**src/rtl/opamp_with_frac.sv**
```systemverilog
// opamp_with_frac: fixed-point non-inverting op-amp stage with finite slew, plus 100 kHz sample clock divider.
// Optional macro GAIN_BUG_EN adds a gain_bug input that overrides CL_GAIN.
module opamp_with_frac #(
   parameter int          CLK_DIV    = 1000,
   parameter int          CL_GAIN    = 2,
   parameter int          SLEW_SHIFT = 3,
   parameter logic [31:0] RAIL_Q     = 32'hFFFF_0000
) (
   input  logic        clk,
   input  logic        reset_n,
   input  logic [15:0] non_inv,
`ifdef GAIN_BUG_EN
   input  logic [10:0] gain_bug,
`endif
   output logic [31:0] square_out,
   output logic        clk_100k
);
   localparam int HALF = CLK_DIV / 2;
   localparam int CW   = $clog2(HALF) > 0 ? $clog2(HALF) : 1;

   logic [CW-1:0] div_cnt_q, div_cnt_d;
   logic          clk_100k_q, clk_100k_d;

   always_comb begin
      div_cnt_d  = (div_cnt_q == CW'(HALF - 1)) ? '0 : div_cnt_q + 1'b1;
      clk_100k_d = (div_cnt_q == CW'(HALF - 1)) ? ~clk_100k_q : clk_100k_q;
   end

   always_ff @(posedge clk or negedge reset_n)
      if (!reset_n) begin
         div_cnt_q  <= '0;
         clk_100k_q <= 1'b0;
      end else begin
         div_cnt_q  <= div_cnt_d;
         clk_100k_q <= clk_100k_d;
      end

   logic [10:0]        gain;
   logic [26:0]        prod;
   logic [42:0]        tgt_full;
   logic [31:0]        target, y_q, y_d;
   logic signed [33:0] err, step_raw, step, y_sum;

`ifdef GAIN_BUG_EN
   assign gain = (gain_bug == 11'd0) ? 11'd1 : gain_bug;
`else
   assign gain = 11'(CL_GAIN);
`endif

   // Target is formed at full width so large gains clip instead of wrapping.
   always_comb begin
      prod     = 27'(non_inv) * 27'(gain);
      tgt_full = {prod, 16'h0000};
      target   = (tgt_full > 43'(RAIL_Q)) ? RAIL_Q : tgt_full[31:0];
      err      = $signed({2'b00, target}) - $signed({2'b00, y_q});
      step_raw = err >>> SLEW_SHIFT;
      step     = (err != 34'sd0 && step_raw == 34'sd0) ? (err[33] ? -34'sd1 : 34'sd1) : step_raw;
      y_sum    = $signed({2'b00, y_q}) + step;
      y_d      = y_sum[33] ? '0 : ((y_sum > $signed({2'b00, RAIL_Q})) ? RAIL_Q : y_sum[31:0]);
   end

   always_ff @(posedge clk_100k_q or negedge reset_n)
      if (!reset_n) y_q <= '0;
      else          y_q <= y_d;

   assign square_out = y_q;
   assign clk_100k   = clk_100k_q;
endmodule

```
**config.mk**
```make
export PLATFORM = sky130hd
export DESIGN_NAME = opamp_with_frac
export DESIGN_NICKNAME = d
export VERILOG_FILES = /design/src/rtl/opamp_with_frac.sv
export SDC_FILE = /design/constraint.sdc
export NUM_CORES = 1
export LEC_CHECK = 0
export ABC_CLOCK_PERIOD_IN_PS = 2200
export CORE_MARGIN = 5
export CORE_UTILIZATION = 40
export CTS_CLUSTER_SIZE = 14
export DETAILED_ROUTE_END_ITERATION = 12
export GPL_TIMING_DRIVEN = 0
export PLACE_DENSITY = 0.61
export RECOVER_POWER = 50
export SKIP_CTS_REPAIR_TIMING = 1
export SYNTH_ARGS = -nofsm -noshare
export SYNTH_HDL_FRONTEND = slang
export SYNTH_SLANG_ARGS = --single-unit
export TNS_END_PERCENT = 100
```
**constraint.sdc**
```tcl
create_clock -name clk -period 2.2 [get_ports clk]
set_input_delay 0.22 -clock clk [delete_from_list [all_inputs] [get_ports clk]]
set_output_delay 0.22 -clock clk [all_outputs]
set_load 0.02 [all_outputs]
```
# Word level (Yosys, flattened, before mapping)
# Index checks and enable logic that the tools add are counted.
# W data, S select, Z words.
# op_classes
n_addsub	3
magnitude_cmp	2
n_eq_ne	1
n_mux	6
bitwise_logic	1
n_reduce_logical	3
# op_table
cell	count
$mux W32	3
$mux W34	2
$add A33 B34 Y34	1
$gt A34 B33 Y1 const B	1
$logic_not A34 Y1	1
$reduce_bool A34 Y1	1
$gt A33 B32 Y1 const B	1
$sub A32 B32 Y33	1
$add A9 B1 Y9 const B	1
$eq A9 B9 Y1 const B	1
$mux W9	1
$logic_and A1 B1 Y1	1
$not A1 Y1	1
# totals
ff_bits	42
in_bits	18
output_inout_bits	33
wordCells	19

# Longest topological paths before layout
# Gate-level depths: netlist (run 1).
# logic_depth
ltp_word	10
ltp_mapped	26
ltp_nobuf	24

==> flow_summary.toml, run 1 <==
[finish]
multi_input_area_um2 = 3440
synthToLayoutAreaGrowth_pct = 16.9
final_cells = 750
final_util_pct = 47.9
seqCellArea_um2 = 1050
antenna_cells = 0
layout.nets = 677
nFillCells = 1143
drive_gt1_share_pct = 11.9

[place]
io_buffers = 50
dpl.cell_count = 746
place_congestion = 0.916
dp.final_hpwl_mm = 10.4

[synth]
synth_most_common_cell = "a21oi_1"
yosysWarnings = 0
synth.area.top_cells = "dfrtp_1 (22%), ha_1 (13%), a21oi_1 (6.2%)"
ys_seq_area_share_pct = 22.5
ys.flop_type = "dfrtp_1"
avgSynthCellArea_um2 = 8.47
synth_top_area_share_pct = 22.5
synth_cells = 552
synth_cell_type_count = 74
yosys-top-cells-count = "a21oi_1 (58), ha_1 (50), dfrtp_1 (42), nor2_1 (37), xnor2_1 (31)"
synthArstFlopShare_pct = 100
synthesis.nets = 621
synth-edff-count = 0
yosysTopAreaCell = "dfrtp_1"
syn_area_um2 = 4670
ys_seq_elements = 42

[grt]
track_usage_pct = 17.7
grt_pass1_vias = 4270
grt_pass1_wl_mm = 21.3
globalRoute.totalOverflow = 0
grt_max_degree = 35
antenna_found_initial = 0

[pwr]
power.share.clock_pct = 29.8
p_leak_nw = 2.34
swShare_pct = 39.7
power_switching_uw = 483
p_seq_share_pct = 15.8
p_per_area_nw_per_um2 = 222
peakVddDrop_mv = 0.367
p_int_uw = 732
combinationalPowerShare_pct = 54.5
p_total_mw = 1.22

[worst_setup_path]
reg2reg_from = "div_cnt_q[0]"
worst-path-buf-inv = 1
arrival_ns = 1.70
startpoint_type = "flop"
worstPathRequired_ns = 1.98
crit_family = "flip-flops"
timing_worst_setup_path_type = "reg2out"
cp-end-kind = "output pin"
crit_chain = "clkdlybuf4s50_1"
crit_path_max_incr_delay_ns = 0.74
cp_max_fo = 34
reg2reg_depth = 4
regToRegSetupSlack_ns = 0.35
slowest_stage = "dfrtp_2"
rr_endpoint = "clk_100k"

[floorplanning]
core_area_um2 = 11400
core.rowCount = 39
die_y_um = 118
start_util_pct = 40.9
fp.dieW_um = 118
pin_count = 51
die-area_um2 = 13900

[clocking]
htreeDepth = 1
cts_inserted_buffers = 3
clk_latency_ns = 0.24
clkTransAtPathRegs_ns = 0.04
clock_path_buffers = 2
cts_tree = "yes"
cts_root_buf = "clkbuf_16"

[routing]
avgRoutedWirePerCell_um = 16.8
drt_pass1_iterations = 5
drtIter0Drc = 273
via_count = 4284
wl_mm = 12.6
drc = 0
ant_nets = 0
detail_route.vias_per_cell = 5.71

[timing]
holdWs_ns = 0.480
hold_violations = 0
clock.fmax_mhz = 520
unclocked_pins = 32
slew_viol_final = 0
untimed_endpoints = 64
finClkSkew_ns = 0.000391
grt_setup_unrepaired = "false"
worstMarginPinSlew_ns = 1.32
fin_crit_ns = 1.92
setup_tns_ns = 0
slew_headroom_pct = 11.7
setup_violations = 0
fin_crit_sh_pct = 87.5

[worst_hold_path]
min_to = "div_cnt_q[0]"
hp-class = "reg2reg"
min_from = "div_cnt_q[0]"
hold_depth = 1

[status]
status = "finished clean"

[job]
maxCapViolations = 0
[flip-flops by register name, summed over array words and instances, names as in the netlist]
register and cells:
square_out 32, clk_100k 1, div_cnt_q 9
[logic make-up after synthesis]
group | synth area share (%)
buffers and inverters | 3.93
AND/OR/NAND/NOR | 23.6
adder cells (fa/ha/maj) | 13.8
flip-flops | 22.5
AO/OA/AOI/OAI | 24.7
multiplexers | 0.910
XOR/XNOR | 10.5
[power by group through the flow]
| stage | clock network [mW] | logic, mW | registers (mW) |
|---|---|---|---|
| 2_1_floorplan | 0 | 0.475 | 0.194 |
| 3_3_place_gp | 0 | 0.643 | 0.194 |
| 3_5_place_dp | 0 | 0.652 | 0.194 |
| 4_1_cts | 0.370 | 0.657 | 0.191 |
| 5_1_grt | 0.386 | 0.734 | 0.191 |
| 6_report | 0.362 | 0.662 | 0.191 |
[layout by cell type, fill, tap and decap left out, types with 5 or more instances in the layout]
cell type | netlist | routed
clkdlybuf4s50_1 | 0 | 49
nand2b_1 | 6 | 6
a21oi_1 | 58 | 58
xor2_1 | 25 | 25
nor2_2 | 11 | 11
nand3_1 | 15 | 15
a211oi_1 | 5 | 5
dfrtp_1 | 42 | 41
nor3_1 | 12 | 12
buf_2 | 9 | 9
or3_1 | 7 | 7
o211ai_1 | 6 | 6
and3_1 | 9 | 9
a21o_1 | 22 | 22
xnor2_1 | 31 | 31
nor2_1 | 37 | 37
nor2b_1 | 9 | 9
a31oi_1 | 7 | 7
nand2_1 | 27 | 27
o21ai_0 | 23 | 23
nor4_1 | 6 | 6
ha_1 | 50 | 50
inv_1 | 25 | 25
or2_2 | 16 | 16
nand4_1 | 16 | 16
[final cells by class]
class                           instances  area share [%]
Multi-Input combinational cell        470            62.9
Sequential cell                        42            19.3
Timing Repair Buffer                   51            9.55
Tap cell                              143            3.27
Inverter                               25            1.72
Buffer                                 15            1.65
Clock buffer                            4            1.63
[through the flow]
stage | instance area [µm²] | setup WS, ns
2_1_floorplan | 4670 | 0.614
4_1_cts | 5470 | -0.167
5_1_grt | 5470 | 0.169
3_3_place_gp | 5350 | -0.263
3_5_place_dp | 5380 | 0.0588
6_report | 5470 | 0.276
[worst max-delay path by stage]
stage / from / cells after the start / endpoint / slack, ns
global placement: reset_n / 1 / div_cnt_q[6] / -0.26
detailed placement: clk_100k / 1 / clk_100k / 0.06
finish: clk_100k / 1 / clk_100k / 0.28
CTS: clk_100k / 1 / clk_100k / -0.17
floorplan: div_cnt_q[0] / 4 / clk_100k / 0.61
global route: clk_100k / 1 / clk_100k / 0.17
[metal layers]
metal,GRT usage (%),vias up,wire [µm]
met5,0,-,0
met4,3.08,0,216
met3,2.21,13,630
met2,29.9,120,5770
met1,24.6,2001,5970
li1,-,2150,-
Note: power is estimated with default switching activity, not from simulation.
==> inputs of run 2 (changes only) <==
Settings changed: ABC_CLOCK_PERIOD_IN_PS 2200 to 1600, HOLD_SLACK_MARGIN set to 0.03, PLACE_DENSITY 0.61 to 0.63.
Clock period 2.2 ns to 1.6 ns, I/O delays scaled along.
==> run 2 against run 1 <==
Effect of this change: power grew 31%; sequential share of layout area about the same; first-iteration DRC count decreased by 18%; clock-buffer cell count down 1; highest routed layer unchanged; critical path depth grew 3; setup slack worse by 0.033 ns; global-route usage shrank 0.051 points; sequential power rose by 38%; largest power group unchanged; critical path type is now reg2reg; via count rose by 1.0%.
==> flow_summary.toml, run 2 (synthesized netlist as in run 1, its figures left out) <==
[clocking]
htreeDepth = 1
clkTransAtPathRegs_ns = 0.04
clock_path_buffers = 2
clk_latency_ns = 0.23
cts_tree = "yes"
cts_inserted_buffers = 3
cts_root_buf = "clkbuf_16"

[routing]
ant_nets = 0
avgRoutedWirePerCell_um = 16.5
detail_route.vias_per_cell = 5.77
drtIter0Drc = 224
via_count = 4327
wl_mm = 12.4
drc = 0
drt_pass1_iterations = 4

[timing]
unclocked_pins = 32
slew_headroom_pct = 14.5
untimed_endpoints = 64
setup_violations = 0
worst_slack_ns = 0.242
clock.fmax_mhz = 737
finClkSkew_ns = 0.00336
fin_crit_ns = 1.36
fin_crit_sh_pct = 84.9
worstMarginPinSlew_ns = 1.28
grt_setup_unrepaired = "false"
hold_violations = 0
holdWs_ns = 0.484
slew_viol_final = 0

[pwr]
p_per_area_nw_per_um2 = 290
power_switching_uw = 637
p_leak_nw = 2.36
p_seq_share_pct = 16.6
peakVddDrop_mv = 1.26
power.share.clock_pct = 26.4
swShare_pct = 40.1
combinationalPowerShare_pct = 57.0
p_int_uw = 953

[worst_hold_path]
min_from = "div_cnt_q[0]"
hp-class = "reg2reg"

[finish]
layout_common_cells = "a21oi_1 (58), ha_1 (50), clkdlybuf4s50_1 (48)"
drive_gt1_share_pct = 12.0
layout.nets = 678
largest_register_ffs = 32
final_common_cell = "a21oi_1"
antenna_cells = 0
seqCellArea_um2 = 1050
multi_input_area_um2 = 3450
final_util_pct = 48.0
stdcell_area_um2 = 5480
final_cells = 750
nFillCells = 1109
synthToLayoutAreaGrowth_pct = 17.3

[grt]
track_usage_pct = 17.7
grt_max_degree = 35
grt_pass1_vias = 4316
antenna_found_initial = 0
globalRoute.totalOverflow = 0
grt_pass1_wl_mm = 21.3

[worst_setup_path]
timing_worst_setup_path_type = "reg2reg"
cp-end-kind = "flop"
reg2reg_from = "div_cnt_q[0]"
cp_max_fo = 5
crit_start = "div_cnt_q[0]"
startpoint_type = "flop"
arrival_ns = 1.51
worstPathRequired_ns = 1.76

[floorplanning]
pin_count = 51
core_area_um2 = 11400
die-area_um2 = 13900
core.rowCount = 39
die_y_um = 118
fp.dieW_um = 118
start_util_pct = 40.9

[place]
dp.final_hpwl_mm = 10.3
place_congestion = 0.894
io_buffers = 50
place_area_um2 = 5380
dp_slack_ns = -0.375
dpl.cell_count = 746

[job]
maxCapViolations = 0

[status]
status = "finished clean"
[run 2: area by class of cell]
type                       instances  area share [%]
timing repair buffer              52            9.77
sequential                        42            19.2
multi-input combinational        470            63.0
clock buffer                       3            1.37
inverter                          25            1.71
buffer                            15            1.64
tap                              143            3.26
[run 2: final timing paths]
path	to	slack, ns	cells after the start
min in group asynchronous	div_cnt_q[6]	0.76	2
max in group asynchronous	clk_100k	0.68	2
worst max register to register	div_cnt_q[6]	0.24	4
worst max-delay path	div_cnt_q[6]	0.24	4
worst min-delay path	div_cnt_q[0]	0.48	1
worst min register to register	div_cnt_q[0]	0.48	1
[run 2: critical path, stage by stage (launching register included)]
cell and delay, ns:
dfrtp_1 0.37, ha_1 0.23, nand3_1 0.19, or3_1 0.35, a21oi_1 0.15
[run 2: power by group through the flow]
stage | registers [mW] | logic, mW | clock network [mW]
after floorplan | 0.267 | 0.653 | 0
after global placement | 0.267 | 0.880 | 0
after detailed placement | 0.267 | 0.894 | 0
after CTS | 0.263 | 0.902 | 0.427
after global routing | 0.263 | 1.02 | 0.449
final | 0.263 | 0.906 | 0.420
[run 2: per-layer routing]
metal  wire [µm]  global-route usage, %
met1        5720                   24.6
met2        5860                   30.0
met3         660                   2.35
met4         159                   2.15
met5           0                      0
[run 2: metrics by stage]
| stage | power (mW) | TNS, ns |
|---|---|---|
| after global routing | 1.73 | 0 |
| after detailed placement | 1.16 | -2.28 |
| after CTS | 1.59 | -2.56 |
| after global placement | 1.15 | -9.51 |
| final | 1.59 | 0 |
| after floorplan | 0.920 | 0 |
==> inputs of run 3 (changes only) <==
Settings changed: ABC_CLOCK_PERIOD_IN_PS 1600 to 1200.
Clock period 1.6 ns to 1.2 ns, I/O delays scaled along.
==> run 3 against run 2 <==
Effect of this change: the run now ends with setup timing left; global-route usage decreased by 0.077 points; via count decreased by 0.12%; maximum frequency increased by 8.5%; power increased by 40%; sequential share of layout area decreased by 0.22 points; clock power increased by 57%; utilization increased by 0.72 points; combinational power increased by 34%; critical endpoint is now clk_100k; highest routed layer unchanged.
==> flow_summary.toml, run 3 (synthesized netlist as in run 1, its figures left out) <==
[worst_hold_path]
hp-class = "in2async"

[place]
place_congestion = 0.932
place_area_um2 = 5400
io_buffers = 50
dp.final_hpwl_mm = 10.4

[routing]
drtIter0Drc = 257
drc = 0
drt_pass1_iterations = 4
ant_nets = 0
detail_route.vias_per_cell = 5.73
wl_mm = 12.6
via_count = 4322
avgRoutedWirePerCell_um = 16.7

[floorplanning]
pin_count = 51
core_area_um2 = 11400
die-area_um2 = 13900
die_y_um = 118
fp.dieW_um = 118
start_util_pct = 40.9
core.rowCount = 39

[clocking]
cts_tree = "yes"
clock_path_buffers = 2
clkTransAtPathRegs_ns = 0.04
cts_inserted_buffers = 3
cts_root_buf = "clkbuf_16"
htreeDepth = 1
clk_latency_ns = 0.24

[grt]
grt_max_degree = 35
grt_pass1_wl_mm = 21.1
globalRoute.totalOverflow = 0
track_usage_pct = 17.6
grt_pass1_vias = 4341
antenna_found_initial = 0

[timing]
finClkSkew_ns = 0.00327
worstMarginPinSlew_ns = 0.698
worst_slack_ns = -0.0514
unclocked_pins = 32
slew_headroom_pct = 53.4
hold_violations = 0
holdWs_ns = 0.404
slew_viol_final = 0
untimed_endpoints = 64
clock.fmax_mhz = 799
grt_setup_unrepaired = "true"
fin_crit_sh_pct = 104
fin_crit_ns = 1.25
setup_violations = 2

[pwr]
peakVddDrop_mv = 0.749
p_total_mw = 2.22
p_per_area_nw_per_um2 = 399
p_leak_nw = 2.40

[finish]
synthToLayoutAreaGrowth_pct = 19.1
largest_register_ffs = 32
final_common_cell = "a21oi_1"
drive_gt1_share_pct = 13.7
antenna_cells = 0
stdcell_area_um2 = 5570
layout.nets = 681
layout_common_cells = "a21oi_1 (58), ha_1 (49), clkdlybuf4s50_1 (48)"

[job]
maxCapViolations = 0

[worst_setup_path]
regToRegSetupSlack_ns = -0.05
reg2reg_from = "div_cnt_q[1]"
startpoint_type = "flop"
arrival_ns = 1.40
cp-end-kind = "flop"
cp_max_fo = 8
rr_endpoint = "clk_100k"
worstPathRequired_ns = 1.35
reg2reg_depth = 5
timing_worst_setup_path_type = "reg2reg"

[status]
violations = "setup timing"
status = "complete, but fails checks"
-- run 3: cell types whose count changed in the layout (fill, tap and decap cells not counted), sizes merged --
cell / before / now
dlygate4sd3: 0 / 1
buf: 14 / 17
-- run 3: metrics by stage --
| step | setup slack (ns) | std cells | utilization, % | TNS [ns] |
|---|---|---|---|---|
| floorplan | -0.00322 | 552 | - | -0.00322 |
| CTS | -1.03 | 750 | 48.1 | -2.07 |
| finish | -0.0514 | 754 | 48.7 | -0.0562 |
| global route | -0.116 | 754 | 48.7 | -0.525 |
| global placement | -1.13 | 745 | 47.1 | -12.66 |
| detailed placement | -0.775 | 746 | 47.3 | -1.80 |
-- run 3: report_power, final --
part / switching, mW / internal (mW) / leakage [nW]
sequential: 0 / 0.351 / 0.517
combinational: 0.721 / 0.492 / 1.84
clock: 0.157 / 0.501 / 0.0442
-- run 3: critical path: stages (launching register included) --
cell	delay, ns
dfrtp_1	0.40
ha_4	0.19
nand2_4	0.05
nor4_4	0.21
buf_6	0.17
xor2_1	0.15
-- run 3: final cells by class --
class,instances,area [µm²]
Inverter,25,93.8
Timing Repair Buffer,55,566
Clock buffer,4,88.8
Fill cell,1129,5850
Buffer,15,90.1
Multi-Input combinational cell,470,3490
Sequential cell,42,1060
Tap cell,143,179
-- run 3: how the worst max path moves through the flow --
stage                  from  cells after the start            to
2_1_floorplan  div_cnt_q[0]                      4      clk_100k
5_1_grt        div_cnt_q[1]                      5      clk_100k
4_1_cts            clk_100k                      1      clk_100k
6_report       div_cnt_q[1]                      5      clk_100k
3_5_place_dp       clk_100k                      1      clk_100k
3_3_place_gp        reset_n                      1  div_cnt_q[6]
-- run 3: layer usage --
layer / track usage, % / routed length (µm) / vias up / part of all wire (%)
li1: - / - / 2161 / -
met1: 24.3 / 5820 / 2057 / 46
met2: 29.9 / 5970 / 87 / 47
met3: 2.11 / 576 / 17 / 4.6
met4: 3.01 / 201 / 0 / 1.6
met5: 0 / 0 / - / 0
